==> src/rtl/alu_op_sequencer.sv <==
// alu_op_sequencer
// Multi-cycle front end for the combinational 32-bit ALU. A request is
// registered onto the ALU inputs, held for an opcode-dependent settle time,
// and the 64-bit result is returned on a response handshake. Opcodes the ALU
// does not compute and division by zero are answered immediately without
// ever presenting them to the ALU.
//
// Handshakes: a transfer happens on a rising clock edge where both valid and
// ready are high. req_ready is high only in IDLE. rsp_valid is high only in
// RESP, and every rsp_* / alu_* output is held constant while rsp_valid is
// high and rsp_ready is low. Requests are never queued.

module alu_op_sequencer #(
   parameter int unsigned ALU_LAT    = 1,   // EXEC cycles for single-cycle ops (1..15)
   parameter int unsigned MULDIV_LAT = 4    // EXEC cycles for mul/div (1..15)
) (
   input  logic        clock,
   input  logic        clear_n,
   input  logic        req_valid,
   output logic        req_ready,
   input  logic [4:0]  req_opcode,
   input  logic [31:0] req_a,
   input  logic [31:0] req_b,
   output logic [31:0] alu_y,
   output logic [31:0] alu_b,
   output logic [4:0]  alu_opcode,
   input  logic [63:0] alu_c,
   output logic        rsp_valid,
   input  logic        rsp_ready,
   output logic [31:0] rsp_lo,
   output logic [31:0] rsp_hi,
   output logic        rsp_hilo_we,
   output logic        rsp_dz,
   output logic        rsp_illegal,
   output logic [15:0] op_count,
   output logic [1:0]  dbg_state       // current FSM state, for debug/checkers
);

   typedef enum logic [1:0] {
      ST_IDLE = 2'd0,
      ST_EXEC = 2'd1,
      ST_RESP = 2'd2
   } state_t;

   localparam logic [4:0] OP_NOP = 5'b11001;
   localparam logic [4:0] OP_MUL = 5'b01110;
   localparam logic [4:0] OP_DIV = 5'b01111;

   // Counter preload values: EXEC lasts LAT cycles, last one seen at count 0.
   localparam logic [3:0] ALU_CNT    = 4'(ALU_LAT - 1);
   localparam logic [3:0] MULDIV_CNT = 4'(MULDIV_LAT - 1);

   state_t      r_state;
   state_t      w_next_state;
   logic [3:0]  r_cnt;
   logic        r_muldiv;

   logic        w_accept;
   logic        w_legal;
   logic        w_muldiv;
   logic        w_div0;
   logic        w_cnt_zero;

   // The ALU computes opcodes 00011 through 10001 inclusive; nothing else.
   assign w_legal    = (req_opcode >= 5'b00011) && (req_opcode <= 5'b10001);
   assign w_muldiv   = (req_opcode == OP_MUL) || (req_opcode == OP_DIV);
   assign w_div0     = (req_opcode == OP_DIV) && (req_b == 32'd0);
   assign w_accept   = req_valid && req_ready;
   assign w_cnt_zero = (r_cnt == 4'd0);
   assign dbg_state  = r_state;

   // State register.
   always_ff @(posedge clock or negedge clear_n) begin
      if (!clear_n) begin
         r_state <= ST_IDLE;
      end else begin
         r_state <= w_next_state;
      end
   end

   // Next-state logic and handshake outputs decoded from the state.
   always_comb begin
      w_next_state = r_state;
      req_ready    = 1'b0;
      rsp_valid    = 1'b0;
      case (r_state)
         ST_IDLE: begin
            req_ready = 1'b1;
            if (w_accept) begin
               if (!w_legal || w_div0) begin
                  w_next_state = ST_RESP;
               end else begin
                  w_next_state = ST_EXEC;
               end
            end
         end
         ST_EXEC: begin
            if (w_cnt_zero) begin
               w_next_state = ST_RESP;
            end
         end
         ST_RESP: begin
            rsp_valid = 1'b1;
            if (rsp_ready) begin
               w_next_state = ST_IDLE;
            end
         end
         default: begin
            w_next_state = ST_IDLE;
         end
      endcase
   end

   // Datapath: operand capture, settle counter, result capture and op count.
   always_ff @(posedge clock or negedge clear_n) begin
      if (!clear_n) begin
         alu_y       <= 32'd0;
         alu_b       <= 32'd0;
         alu_opcode  <= OP_NOP;
         r_cnt       <= 4'd0;
         r_muldiv    <= 1'b0;
         rsp_lo      <= 32'd0;
         rsp_hi      <= 32'd0;
         rsp_hilo_we <= 1'b0;
         rsp_dz      <= 1'b0;
         rsp_illegal <= 1'b0;
         op_count    <= 16'd0;
      end else begin
         case (r_state)
            ST_IDLE: begin
               if (w_accept) begin
                  alu_y       <= req_a;
                  alu_b       <= req_b;
                  r_muldiv    <= w_muldiv;
                  rsp_lo      <= 32'd0;
                  rsp_hi      <= 32'd0;
                  rsp_hilo_we <= 1'b0;
                  rsp_dz      <= 1'b0;
                  rsp_illegal <= 1'b0;
                  if (!w_legal) begin
                     // Never hand an unknown opcode to the ALU.
                     alu_opcode  <= OP_NOP;
                     rsp_illegal <= 1'b1;
                  end else if (w_div0) begin
                     // HI/LO still written (with zeros) so software sees a defined result.
                     alu_opcode  <= OP_NOP;
                     rsp_dz      <= 1'b1;
                     rsp_hilo_we <= 1'b1;
                  end else begin
                     alu_opcode <= req_opcode;
                     r_cnt      <= w_muldiv ? MULDIV_CNT : ALU_CNT;
                  end
               end
            end
            ST_EXEC: begin
               if (w_cnt_zero) begin
                  rsp_lo      <= alu_c[31:0];
                  rsp_hi      <= r_muldiv ? alu_c[63:32] : 32'd0;
                  rsp_hilo_we <= r_muldiv;
               end else begin
                  r_cnt <= r_cnt - 4'd1;
               end
            end
            ST_RESP: begin
               if (rsp_ready) begin
                  op_count <= op_count + 16'd1;
               end
            end
            default: begin
               r_cnt <= 4'd0;
            end
         endcase
      end
   end

endmodule

==> config.mk <==
export PLATFORM = sky130hd
export DESIGN_NAME = alu_op_sequencer
export DESIGN_NICKNAME = d
export VERILOG_FILES = /design/src/rtl/alu_op_sequencer.sv
export SDC_FILE = /design/constraint.sdc
export NUM_CORES = 1
export LEC_CHECK = 0
export BUFFER_PORTS_ARGS = -buffer_cell sky130_fd_sc_hd__buf_4
export CAP_MARGIN = 20
export CORE_UTILIZATION = 52
export CTS_BUF_LIST = sky130_fd_sc_hd__clkbuf_8
export DETAILED_ROUTE_END_ITERATION = 10
export PLACE_DENSITY = 0.87
export RECOVER_POWER = 100
export SYNTH_ARGS = -nofsm -noshare
export SYNTH_HDL_FRONTEND = slang
export SYNTH_SLANG_ARGS = --single-unit
==> constraint.sdc <==
create_clock -name clock -period 5.4 [get_ports clock]
set_clock_uncertainty 0.2 [all_clocks]
set_input_delay 1.08 -clock clock [delete_from_list [all_inputs] [get_ports clock]]
set_output_delay 1.08 -clock clock [all_outputs]
set_load 0.01 [all_outputs]
==> flow_summary.yaml, run 1 <==
worst_setup_path:
  path_max_fanout: 46
  critical_path_arrival_ns: 3.63
  r2r_end: "rsp_lo[0]"
  crit_path_end_kind: "flip-flop"
  r2r-start: "dbg_state[0]"
  crit_start: "req_valid"
  rrSetupSlack_ns: 1.84
  worstSetupStartpointType: "input pin"
  timing.critical_path.to: "rsp_lo[0]"
  required_ns: 5.45
  path_class: "input pin to flip-flop"
  r2r_cells: 5
global_route:
  grt_max_degree: 89
  antenna_found_initial: 0
  grt_pass1_vias: 5693
  grt.overflow.total: 0
  grt_first_pass_wirelength_mm: 27.7
  grt_util_all_layers_pct: 28.1
hold_path:
  hp-class: "flip-flop to flip-flop"
clocking:
  clk-insertion-delay-late_ns: 0.44
  cts.htree.levels: 4
  cts_tree: "yes"
  postCtsResizedCells: 0
  clk_path_buf_depth: 2
  cts-buffers-inserted: 17
  clk_pin_slew_ns: 0.08
  clockRootBuffer: "clkbuf_8"
  clkSinkCount: 159
  post_cts_buffers: 0
  hold_buffers: 0
run_status:
  status: "finished, violations left"
  violations: "capacitance limit, slew limit"
floorplan:
  start_util_pct: 53.7
  die_w_um: 114
  core_sq_um: 12100
  rows: 40
  boundaryPins: 293
  die_y_um: 114
  fp.dieArea_sq_um: 13000
layout:
  nNetsFinal: 1125
  final.fill_count: 1014
  mostFrequentLayoutCells: "nand2_1, clkbuf_1, dfrtp_1"
  synthToLayoutAreaGrowth_pct: 33.1
  design_area_sq_um: 8660
  diodes: 0
  final_common_cell: "nand2_1"
  drive_above_1_share_pct: 18.0
timing:
  slew_headroom_pct: -47.0
  setup_tns_ns: 0
  setup_viol: 0
  grt_setup_unrepaired: "false"
  finalHoldViolCount: 0
  period_needed_ns: 3.58
  worst_slew_pin_slew_ns: 2.20
  clock.fmax_mhz: 280
  finalCritPeriodShare_pct: 66.2
  final_max_slew_viol_count: 136
power_and_ir_drop:
  switching_share_pct: 38.3
  p_leak_uw: 0.00417
  combPwrFrac_pct: 33.3
  clock_power_share_pct: 24.9
  internal-power_uw: 2680
  totalPowerFinal_uw: 4340
  pwr-share-seq_pct: 41.8
  p_per_area_nw_per_um2: 502
  ir_drop_v: 0.000299
  p_sw_uw: 1660
detailed_routing:
  drc_errors: 0
  wl_per_cell_um: 15.3
  drt_first_pass_iters: 4
  vias_per_cell: 5.05
  vias: 5890
  postRouteAntennaNets: 0
  totalWireLength_mm: 17.9
  drt_iter0_drc: 406
yosys:
  synth_fp_nets: 843
  synth_top_area_share_pct: 60.0
  synth_cells: 704
  yosysTopAreaCell: "dfrtp_1"
  yosysUniqueCellTypes: 46
  async_flop_share_pct: 100
  yosysWarnings: 0
  ys_top_cells_by_area: "dfrtp_1, nand2_1, o21ai_0"
  synth_ff_type: "dfrtp_1"
  synth_edf_count: 0
  syn_area_per_cell_sq_um: 9.24
  synth-seq-cells: 159
  yosysSeqAreaShare_pct: 61.2
  synthesis.area_sq_um: 6510
run:
  drv_cap: 2
placement:
  gp_congestion: 0.794
  port_buffers: 292
  dpl.hpwl_mm: 12.6
  placed_cell_area_sq_um: 8750
==> critical path: stages <==
cell	delay (ns)
buf_4	0.12
and2_0	0.18
a21oi_4	0.72
clkbuf_1	1.19
o21ai_0	0.31
==> worst min-delay path by stage <==
stage	from	to	slack [ns]	depth (start not counted)
floorplan	r_muldiv	r_muldiv	0.24	2
global placement	r_muldiv	r_muldiv	0.25	2
detailed placement	r_muldiv	r_muldiv	0.25	2
CTS	r_muldiv	r_muldiv	0.27	2
global route	r_muldiv	r_muldiv	0.30	2
finish	r_muldiv	r_muldiv	0.27	2
==> Yosys cell counts, drive strengths merged (3+ instances only) <==
master,count
a21oi,3
and2,4
buf,23
clkbuf,14
dfrtp,156
dfstp,3
inv,5
nand2,343
nand3,6
nand4,6
nor2,9
nor2b,3
nor3,3
nor4,11
o21ai,74
o22a,3
xnor2,12
xor2,3
==> registers in the layout, summed over array words and instances (netlist names) <==
name / cells
dbg_state: 2
rsp_hilo_we: 1
rsp_illegal: 1
rsp_lo: 32
alu_b: 32
r_muldiv: 1
r_cnt: 4
alu_y: 32
alu_opcode: 5
rsp_dz: 1
rsp_hi: 32
op_count: 16
==> power by group through the flow <==
stage	Sequential [uW]	Combinational, uW	Clock, uW
after floorplan	1990	772	0
after global placement	1830	1720	0
after detailed placement	1830	1770	0
after CTS	1830	1780	1100
after global routing	1860	1610	1150
final	1810	1450	1080
==> metrics by stage <==
step / cells / hold WS, ns / utilization (%) / worst slack, ns
after floorplan: 704 / 0.237 / - / 2.87
after global placement: 1134 / 0.251 / 72.3 / 2.31
after detailed placement: 1134 / 0.254 / 72.3 / 2.24
after CTS: 1166 / 0.275 / 76.4 / 2.53
after global routing: 1167 / 0.296 / 71.5 / 1.43
final: 1167 / 0.272 / 71.5 / 1.82
==> area by class of cell <==
class                           count  area, sq um  share of cell area, %
Clock buffer                       17          234                   2.70
Multi-Input combinational cell    503         2270                   26.2
Inverter                            5         18.8                  0.217
Tap cell                          168          210                   2.43
Clock inverter                     15          267                   3.08
Timing Repair Buffer              300         1680                   19.4
Sequential cell                   159         3980                   46.0
==> layer usage <==
layer / up-vias / track usage, % / routed length, um
met5: - / 0 / 0
met4: 0 / 15.9 / 792
met3: 60 / 7.65 / 1240
met2: 233 / 47.2 / 8890
met1: 2769 / 32.7 / 6980
li1: 2828 / - / -
==> logic make-up (layout without fill, tap and decap cells) <==
family / Yosys count / after routing / synth area share (%)
adder cells (fa/ha/maj): 2 / 2 / 0.384
flip-flops: 159 / 159 / 61.2
XOR/XNOR: 15 / 15 / 2.02
AND/OR/NAND/NOR: 398 / 398 / 25.0
AO/OA/AOI/OAI: 88 / 88 / 7.75
buffers and inverters: 42 / 337 / 3.69
No activity file was read; power rests on OpenSTA's default activity.
==> run 2, diff against run 1 <==
CORE_UTILIZATION = 44   (was 52)
PLACE_DENSITY = 0.79   (was 0.87)
clock period = 3.2 ns   (was 5.4 ns; I/O delays follow)
==> run 2 against run 1 <==
Against the previous run:
- the run still ends with capacitance limit, slew limit left
- non-clock buffer count rose by 1
- first-iteration DRC count fell by 26%
- final cell count rose by 1.5%
- die area rose by 18%
- via count fell by 2.9%
- critical path depth did not move
- critical path type is now flip-flop to flip-flop
- largest power group unchanged
==> flow_summary.yaml, run 2 (synthesis results as in run 1) <==
run_status:
  status: "finished, violations left"
  violations: "capacitance limit, slew limit"
clocking:
  cts.htree.levels: 4
  clk_pin_slew_ns: 0.10
  cts_tree: "yes"
  postCtsResizedCells: 0
  post_cts_buffers: 0
  clkSinkCount: 159
  clk-insertion-delay-late_ns: 0.45
  hold_buffers: 0
  clk_path_buf_depth: 2
  clockRootBuffer: "clkbuf_8"
  cts-buffers-inserted: 17
floorplan:
  boundaryPins: 293
  rows: 44
  core_sq_um: 14500
  die_w_um: 124
  fp.dieArea_sq_um: 15300
  start_util_pct: 44.9
  die_y_um: 124
placement:
  dp.cells: 1152
  placed_cell_area_sq_um: 8850
  port_buffers: 292
  dpl.hpwl_mm: 12.5
  gp_congestion: 0.795
power_and_ir_drop:
  switching_share_pct: 41.3
  p_per_area_nw_per_um2: 805
  clock_power_share_pct: 19.9
  p_leak_uw: 0.00414
  totalPowerFinal_uw: 6910
  ir_drop_v: 0.000417
  p_sw_uw: 2850
  combPwrFrac_pct: 36.1
  pwr-share-seq_pct: 44.0
  internal-power_uw: 4060
worst_setup_path:
  path_buf_inv: 1
  cp_common_cell: "nand2_1"
  cpMaxStageDelayCell: "clkbuf_2"
  rrSetupSlack_ns: 0.62
  cp_top_family: "simple AND/OR/NAND/NOR gates"
  worstPathCellList: "nor2_1 -> nand2_1 -> clkbuf_2 -> nand2_1 -> nand2_1"
  critical_path_arrival_ns: 2.73
  crit_path_max_incr_delay_ns: 0.75
  worstSetupStartpointType: "flip-flop"
  crit_path_end_kind: "flip-flop"
  required_ns: 3.35
  path_max_fanout: 56
  path_class: "flip-flop to flip-flop"
timing:
  worst_slew_pin_slew_ns: 1.91
  setup_viol: 0
  finalHoldViolCount: 0
  period_needed_ns: 2.58
  clock.fmax_mhz: 387
  final_max_slew_viol_count: 71
  slew_headroom_pct: -27.0
  finalCritPeriodShare_pct: 80.8
  grt_setup_unrepaired: "false"
  setup_tns_ns: 0
layout:
  design_area_sq_um: 8590
  diodes: 0
  mostFrequentLayoutCells: "nand2_1, dfrtp_1, clkbuf_1"
  fin_cells: 1184
  final.fill_count: 1407
  nNetsFinal: 1126
  synthToLayoutAreaGrowth_pct: 32.0
  final_common_cell: "nand2_1"
  drive_above_1_share_pct: 18.7
detailed_routing:
  drt_first_pass_iters: 4
  drc_errors: 0
  totalWireLength_mm: 17.2
  postRouteAntennaNets: 0
  vias_per_cell: 4.83
  drt_iter0_drc: 300
  vias: 5721
  wl_per_cell_um: 14.5
hold_path:
  hp-class: "input pin to flip-flop"
global_route:
  antenna_found_initial: 0
  grt.overflow.total: 0
  grt_first_pass_wirelength_mm: 26.5
  grt_max_degree: 73
  grt_pass1_vias: 5334
  grt_util_all_layers_pct: 22.9
run:
  drv_cap: 1
==> run 2: worst min-delay path, stage by stage <==
cell     delay [ns]
buf_4          0.07
nand2_1        0.03
nand2_1        0.04
==> run 2: per-layer routing <==
layer / share of wire, % / vias to the layer above / GRT usage, % / routed length [um]
met5: 0 / - / 0 / 0
met2: 50 / 198 / 36.9 / 8640
met1: 40 / 2672 / 28.9 / 6950
met3: 7.2 / 26 / 6.27 / 1240
met4: 2.2 / 0 / 9.79 / 376
li1: - / 2825 / - / -
==> run 2: area by class of cell <==
type	instances	area [sq um]	area share (%)
clock inverter	15	128	1.49
inverter	5	18.8	0.219
clock buffer	17	234	2.72
tap	184	230	2.68
multi-input combinational	503	2260	26.4
sequential	159	3980	46.4
timing repair buffer	301	1730	20.1
==> run 2: per-stage QoR <==
stage	util (%)	hold slack, ns	worst slack (ns)
finish	59.3	0.165	0.616
global route	59.3	0.143	0.349
CTS	63.6	0.00743	0.783
detailed placement	61.1	0.256	0.581
global placement	61.1	0.251	0.658
floorplan	-	0.144	1.11
==> run 2: power by group through the flow <==
stage	logic (uW)	registers, uW	clock network (uW)
4_1_cts	3080	3070	1420
2_1_floorplan	1300	3360	0
6_report	2490	3040	1370
5_1_grt	2820	3140	1500
3_3_place_gp	3030	3070	0
3_5_place_dp	3100	3080	0
==> run 2: final timing paths <==
path / from / to / cells after the start
worst max-delay path: dbg_state[0] / alu_b[21] / 5
max in group asynchronous: clear_n / alu_opcode[2] / 1
worst min-delay path: req_a[12] / alu_y[12] / 3
worst min register to register: alu_b[4] / alu_b[4] / 2
worst max register to register: dbg_state[0] / alu_b[21] / 5
min in group asynchronous: clear_n / alu_b[10] / 1
